[config.mk]
export PLATFORM = sky130hd
export DESIGN_NAME = fpga_multi_sensor_core
export DESIGN_NICKNAME = d
export VERILOG_FILES = /design/src/rtl/fpga_multi_sensor_core.sv
export SDC_FILE = /design/constraint.sdc
export NUM_CORES = 1
export LEC_CHECK = 0
export CAP_MARGIN = 20
export CORE_AREA = 2 2 143 145
export CTS_CLUSTER_DIAMETER = 150
export DETAILED_ROUTE_END_ITERATION = 10
export DIE_AREA = 0 0 145 147
export PLACE_DENSITY = 0.66
export SLEW_MARGIN = 20
export SYNTH_ARGS = -nofsm -noshare
export SYNTH_HDL_FRONTEND = slang
export SYNTH_SLANG_ARGS = --single-unit
[constraint.sdc]
create_clock -name i_Clock -period 6.9 [get_ports i_Clock]
set_input_delay 2.07 -clock i_Clock [delete_from_list [all_inputs] [get_ports i_Clock]]
set_output_delay 2.07 -clock i_Clock [all_outputs]
set_load 0.01 [all_outputs]
[src/rtl/fpga_multi_sensor_core.sv]
//------------------------------------------------------------------------------
// Module   : fpga_multi_sensor_core
// Brief    : UART request parser driving N DHT11 readers, with checksum
//            validation, sensor/receive timeouts and 1- or 3-byte responses.
// Revision : 1.0 - initial multi-sensor release
//------------------------------------------------------------------------------
`default_nettype none

module fpga_multi_sensor_core #(
  parameter logic [7:0] ADDRESS     = 8'h00,
  parameter int         N_SENSORS   = 4,
  parameter int         DTH_TIMEOUT = 50_000_000,
  parameter int         RX_TIMEOUT  = 5_000_000
) (
  input  logic                   i_Clock,
  input  logic                   i_Reset_n,
  input  logic [7:0]             i_Rx_Data,
  input  logic                   i_Rx_Done,
  input  logic [40*N_SENSORS-1:0] i_Dth_Data,
  input  logic [N_SENSORS-1:0]   i_Dth_Done,
  input  logic [N_SENSORS-1:0]   i_Dth_Error,
  input  logic                   i_Tx_Done,
  output logic [7:0]             o_Tx_Data,
  output logic                   o_Tx_Start,
  output logic [N_SENSORS-1:0]   o_Dth_Start,
  output logic                   o_Busy
);

  localparam int c_MAX_TIMEOUT = (DTH_TIMEOUT > RX_TIMEOUT) ? DTH_TIMEOUT : RX_TIMEOUT;
  localparam int c_CNT_W       = $clog2(c_MAX_TIMEOUT + 1);
  localparam logic [c_CNT_W-1:0] c_DTH_LAST = c_CNT_W'(DTH_TIMEOUT - 1);
  localparam logic [c_CNT_W-1:0] c_RX_LAST  = c_CNT_W'(RX_TIMEOUT - 1);
  localparam logic [c_CNT_W-1:0] c_CNT_ONE  = c_CNT_W'(1);

  typedef enum logic [2:0] {
    S_IDLE     = 3'd0,
    S_SKIP     = 3'd1,
    S_RX_CMD   = 3'd2,
    S_RX_CHAN  = 3'd3,
    S_CHECK    = 3'd4,
    S_DTH_WAIT = 3'd5,
    S_TX_SEND  = 3'd6,
    S_TX_WAIT  = 3'd7
  } state_t;

  state_t               r_state;
  logic [c_CNT_W-1:0]   r_count;
  logic [1:0]           r_skip;
  logic [7:0]           r_cmd;
  logic [7:0]           r_chan;
  logic [7:0]           r_resp [3];
  logic [1:0]           r_len;
  logic [1:0]           r_idx;

  logic [39:0]          w_slice;
  logic                 w_done;
  logic                 w_error;
  logic [N_SENSORS-1:0] w_onehot;
  logic [7:0]           w_sum;
  logic                 w_cmd_ok;
  logic                 w_chan_ok;
  logic                 w_rx_expired;

  // Route the selected channel's reading and flags; all others are ignored.
  always_comb begin
    w_slice  = '0;
    w_done   = 1'b0;
    w_error  = 1'b0;
    w_onehot = '0;
    for (int k = 0; k < N_SENSORS; k++) begin
      if (r_chan == 8'(k)) begin
        w_slice     = i_Dth_Data[40*k +: 40];
        w_done      = i_Dth_Done[k];
        w_error     = i_Dth_Error[k];
        w_onehot[k] = 1'b1;
      end
    end
  end

  assign w_sum        = w_slice[7:0] + w_slice[15:8] + w_slice[23:16] + w_slice[31:24];
  assign w_cmd_ok     = (r_cmd == 8'h03) || (r_cmd == 8'h04) || (r_cmd == 8'h05);
  assign w_chan_ok    = (r_chan < 8'(N_SENSORS));
  assign w_rx_expired = (r_count == c_RX_LAST);
  assign o_Busy       = (r_state != S_IDLE);

  always_ff @(posedge i_Clock) begin
    if (!i_Reset_n) begin
      r_state     <= S_IDLE;
      r_count     <= '0;
      r_skip      <= '0;
      r_cmd       <= '0;
      r_chan      <= '0;
      r_resp[0]   <= '0;
      r_resp[1]   <= '0;
      r_resp[2]   <= '0;
      r_len       <= '0;
      r_idx       <= '0;
      o_Tx_Data   <= '0;
      o_Tx_Start  <= 1'b0;
      o_Dth_Start <= '0;
    end else begin
      o_Tx_Start <= 1'b0;
      case (r_state)
        S_IDLE: begin
          if (i_Rx_Done) begin
            r_count <= '0;
            if (i_Rx_Data == ADDRESS) begin
              r_state <= S_RX_CMD;
            end else begin
              r_skip  <= 2'd2;
              r_state <= S_SKIP;
            end
          end
        end
        S_SKIP: begin
          if (i_Rx_Done) begin
            r_count <= '0;
            r_skip  <= r_skip - 2'd1;
            if (r_skip == 2'd1) r_state <= S_IDLE;
          end else if (w_rx_expired) begin
            r_state <= S_IDLE;
          end else begin
            r_count <= r_count + c_CNT_ONE;
          end
        end
        S_RX_CMD: begin
          if (i_Rx_Done) begin
            r_cmd   <= i_Rx_Data;
            r_count <= '0;
            r_state <= S_RX_CHAN;
          end else if (w_rx_expired) begin
            r_state <= S_IDLE;
          end else begin
            r_count <= r_count + c_CNT_ONE;
          end
        end
        S_RX_CHAN: begin
          if (i_Rx_Done) begin
            r_chan  <= i_Rx_Data;
            r_count <= '0;
            r_state <= S_CHECK;
          end else if (w_rx_expired) begin
            r_state <= S_IDLE;
          end else begin
            r_count <= r_count + c_CNT_ONE;
          end
        end
        S_CHECK: begin
          r_idx <= '0;
          if (!w_cmd_ok) begin
            r_resp[0] <= 8'h2f;
            r_len     <= 2'd1;
            r_state   <= S_TX_SEND;
          end else if (!w_chan_ok) begin
            r_resp[0] <= 8'h3f;
            r_len     <= 2'd1;
            r_state   <= S_TX_SEND;
          end else begin
            o_Dth_Start <= w_onehot;
            r_count     <= '0;
            r_state     <= S_DTH_WAIT;
          end
        end
        S_DTH_WAIT: begin
          // Sensor flags take priority over a timeout landing on the same cycle.
          if (w_error || (w_done && (w_sum != w_slice[39:32]))) begin
            r_resp[0]   <= 8'h1f;
            r_len       <= 2'd1;
            o_Dth_Start <= '0;
            r_state     <= S_TX_SEND;
          end else if (w_done) begin
            case (r_cmd)
              8'h04: begin
                r_resp[0] <= 8'h02;
                r_resp[1] <= w_slice[7:0];
                r_resp[2] <= w_slice[15:8];
                r_len     <= 2'd3;
              end
              8'h05: begin
                r_resp[0] <= 8'h01;
                r_resp[1] <= w_slice[23:16];
                r_resp[2] <= w_slice[31:24];
                r_len     <= 2'd3;
              end
              default: begin
                r_resp[0] <= 8'h00;
                r_len     <= 2'd1;
              end
            endcase
            o_Dth_Start <= '0;
            r_state     <= S_TX_SEND;
          end else if (r_count == c_DTH_LAST) begin
            r_resp[0]   <= 8'h1e;
            r_len       <= 2'd1;
            o_Dth_Start <= '0;
            r_state     <= S_TX_SEND;
          end else begin
            r_count <= r_count + c_CNT_ONE;
          end
        end
        S_TX_SEND: begin
          o_Tx_Data  <= r_resp[r_idx];
          o_Tx_Start <= 1'b1;
          r_state    <= S_TX_WAIT;
        end
        S_TX_WAIT: begin
          if (i_Tx_Done) begin
            if ((r_idx + 2'd1) == r_len) begin
              r_state <= S_IDLE;
            end else begin
              r_idx   <= r_idx + 2'd1;
              r_state <= S_TX_SEND;
            end
          end
        end
        default: r_state <= S_IDLE;
      endcase
    end
  end

endmodule

`default_nettype wire

# --- Word-level counts from Yosys, hierarchy flattened ---
# Memories as Yosys holds them, arrays and structs flattened. A register that Yosys moved wholly into a read port is not among the register bits.
# Cells that the tools add are included.
word_totals:
  in_bits: 180
  output_inout_bits: 14
  mem_bits_rw: 24
  mem_count: 1
  elab_cells: 193
  ff_bits: 56
classes:
  mux: 110
  eq_ne: 32
  n_addsub: 6
  magnitude_cmp: 1
  n_bitwise: 11
  reduce_logical: 23
memory_table:
  columns: ["memory", "depth", "width", "read_ports", "rd_clocked_by_memory_dff", "write_ports", "line", "source"]
  rows:
  - ["r_resp", 3, 8, 1, 1, 3, "51", "logic [7:0] r_resp [3];"]
op_table:
  columns: ["operator", "count"]
  rows:
  - ["$mux W26", 8]
  - ["$mux W40", 4]
  - ["$pmux W26 S4", 1]
  - ["$mux W8", 11]
  - ["$mux W1", 51]
  - ["$mux W3", 11]
  - ["$mux W2", 14]
  - ["$add A26 B1 Y26 const B", 1]
  - ["$eq A26 B23 Y1 const B", 1]
  - ["$eq A26 B26 Y1 const B", 1]
  - ["$add A8 B8 Y8", 3]
  - ["$eq A8 B2 Y1 const B", 3]
  - ["$pmux W3 S8", 1]
  - ["$mux W4", 5]
  - ["$ne A2 B2 Y1 const B", 10]
  - ["$eq A8 B3 Y1 const B", 2]
  - ["$logic_not A8 Y1", 2]
  - ["$eq A3 B3 Y1 const B", 4]
  - ["$pmux W2 S2", 3]
  - ["$reduce_and A4 Y1", 3]
  - ["$or A1 B1 Y1", 11]
  - ["$ne A3 B3 Y1 const B", 3]
  - ["$eq A8 B1 Y1 const B", 1]
  - ["$lt A8 B3 Y1 const B", 1]
  - ["21 further kinds", 28]

# --- Logic depth before layout (Yosys ltp) ---
logic_depth:
  ltp_word: 20
  ltp_mapped: 22
  mapped_depth_nobuf: 17

# --- Worst setup path after synthesis ---
# No wires, ideal clock.
synth_timing:
  path_kind: "in2reg"
  start: "input i_Dth_Data[129]"
  end: "memory r_resp[2][1] (data pin)"
  n_path_buf: 2
  cell_stages: 18
  t_arrival_ns: 6.137
  setup_time_ns: 0.170
  slack_ns: 0.593
  path_cell_list: "mux4_2 nand2_1 fa_1 inv_1 fa_1 ha_1 fa_1 nand3_1 and3b_1 nor2_1 or4b_1 o41ai_1 or3_1 buf_2 nand2_1 or4_4 buf_6 o32ai_2"
synth_lines:
  columns: ["element", "line", "source"]
  rows:
  - ["start: declaration", "19", "input logic [40*N_SENSORS-1:0] i_Dth_Data,"]
  - ["end: declaration", "51", null]

==> impl_metrics.yaml <==
finish:
  layout_commonest_cell: "clkdlybuf4s50_1"
  final_layout_size_suffix_gt1_share_pct: 8.75
  area_delta_synth_final_pct: 40.8
  layout_common_cells: "clkdlybuf4s50_1 (193), nand2_1 (103), dfxtp_1 (64)"
  num_antenna_cells: 0
  fillCellCount: 1947
  fin_nets: 1101
placement:
  place_ws_ps: -142
  gp_congestion: 0.824
  dp_hpwl_mm: 15.2
  numPortBuffers: 193
floorplanning:
  ios: 194
  initial_core_util_pct: 31.5
  row_count: 52
  die-height_um: 147
  dieArea_um2: 21300
  core_area_um2: 19800
  die_x_um: 145
timing:
  slew_violations: 0
  layout_setup_ws_ps: 322
  clock.fmax_mhz: 152
  tightest_slew_ps: 829
  finClkSkew_ps: 7.69
  finalHoldViolCount: 0
  max_slew_margin_pct: 44.3
  grt_setup_unrepaired: "false"
  min_period_ps: 6580
  fin_crit_sh_pct: 95.3
  setup_violations: 0
power_and_ir_drop:
  ir_drop_mv: 0.104
  pwr_density_cell_nw_per_um2: 204
  p_total_w: 0.00180
  p_leak_nw: 3.06
detailed_routing:
  drt_wl_total_mm: 18.9
  route.detailed.drc: 0
  vias_per_cell: 5.19
  firstDrtPassIters: 5
  drtIter0Drc: 379
  ant_nets: 0
  vias: 6083
  avgRoutedWirePerCell_um: 16.1
logic_synthesis:
  avgSynthCellArea_um2: 8.73
  synth_xor_area_share_pct: 3.06
  async_flop_share_pct: 0
  synth_fa_ha_area_share_pct: 6.28
  netlist_area_um2: 6260
  ys_types: 69
  synth_edf_count: 19
  ys.flop_type: "dfxtp_1"
  synth-compound-area-share_pct: 17.6
  seq_area_frac_synth_pct: 30.2
  synthesis.nets: 920
  synth-simple-area-share_pct: 24.0
  syn-instance-count: 717
  synth_top_family_by_area: "simple AND/OR/NAND/NOR gates"
  ys_ff_latch: 85
  synth_mux_area_share_pct: 14.2
  ys_warn_count: 0
job:
  max-cap-violations: 0
clock_tree:
  clkTransAtPathRegs_ps: 60
  cts_root_buf: "clkbuf_16"
  cts_buffer_depth: 2
  h-tree-depth: 3
  postCtsHoldBufs: 0
  cts_sinks: 85
  cts_tree: "done"
  cts_buffers: 9
  clk_latency_ps: 350
global_route:
  grt_pass1_wl_mm: 30.5
  grt_pass1_vias: 5988
  grt_start_max_net_pins: 39
  grt.overflow.total: 0
  track_usage_pct: 17.6
  antenna_found_initial: 0
worst_setup_path:
  cp.arrival_ps: 6670
  critPathMaxFanout: 7
  worstSetupStartpointType: "primary input"
  cp-end-kind: "flip-flop"
  critPathRequiredTime_ps: 7000
  worstSetupPathType: "primary input to flip-flop"
status:
  outcome: "completed"
min_path:
  hp-class: "flip-flop to flip-flop"
[cells in the mapped netlist, drive strengths merged (14+ instances only)]
library cell	instances	area (um^2)
fa	14	280
a211oi	28	210
dfxtp	66	1320
mux2i	24	240
mux4	27	627
edfxtp	19	571
clkbuf	36	135
inv	19	71.3
nor2b	18	113
nor2	60	225
o21ai	40	200
nand3	28	140
nand2	104	398
a21oi	41	205
[repair_timing]
item | 4_1_cts | 5_1_grt
endpoints found under the hold margin | 0 | 0
setup buffers | 0 | 0
endpoints found under the setup margin | 0 | 8
gates resized for setup | 0 | 2
[worst max-delay path, cell delays in order]
cell	delay [ps]
clkdlybuf4s50_1	410
mux4_2	480
nand2_1	130
fa_1	440
inv_1	100
fa_1	400
ha_1	250
fa_1	400
nand3_1	100
and3b_1	200
nor2_1	60
or4b_1	500
o41ai_1	90
or3_1	240
a41o_1	260
o21ai_1	240
a32o_1	300
[layout make-up]
type | instances | area [um^2] | share of cell area, %
Inverter | 19 | 71.3 | 0.809
Clock buffer | 10 | 233 | 2.64
Clock inverter | 6 | 70.1 | 0.795
Multi-Input combinational cell | 566 | 4080 | 46.3
Timing Repair Buffer | 217 | 2120 | 24.1
Sequential cell | 85 | 1890 | 21.5
Tap cell | 270 | 338 | 3.83
[logic make-up after synthesis]
family          Yosys count
simple gates            303
fa+ha+maj                23
compound gates          166
flops                    85
xor+xnor                 21
mux                      53
buf+inv                  66
[power breakdown]
part | internal [W] | leakage (nW) | switching (W)
Sequential | 0.000525 | 0.730 | 0.0000221
Clock | 0.000287 | 0.147 | 0.000208
Combinational | 0.000374 | 2.19 | 0.000379
[path summary, 6_finish.rpt]
kind                       start           end  slack [ps]  cells past startpoint
setup / recovery  i_Dth_Data[89]  r_resp[1][3]         320                     17
hold / removal      o_Tx_Data[0]  o_Tx_Data[0]         450                      2
setup reg to reg       r_chan[2]  r_resp[1][3]        1220                     16
hold reg to reg     o_Tx_Data[0]  o_Tx_Data[0]         450                      2
[sequential cells by signal, indices dropped and copies added, names as in the netlist]
register     flops
r_count         26
r_resp          21
o_Tx_Data        8
r_chan           8
r_cmd            8
o_Dth_Start      4
r_state          3
r_idx            2
r_len            2
r_skip           2
o_Tx_Start       1
[through the flow]
stage	TNS (ps)	hold slack, ps	std cells	instance area (um^2)	utilization [%]
finish	0	453	1173	8810	44.4
global route	0	483	1173	8810	44.4
detailed placement	-932	446	1157	8500	42.9
CTS	0	455	1173	8810	44.4
global placement	0	439	1157	8500	42.9
floorplan	0	431	717	6260	-
[routing by layer]
layer,part of all wire (%),vias to the layer above,track usage [%]
met5,0,-,0
met1,43,2854,22.9
li1,-,3031,-
met4,1.2,0,3.81
met2,50,180,30.5
met3,5.4,18,3.60
Power figures use the tool's default switching activity.
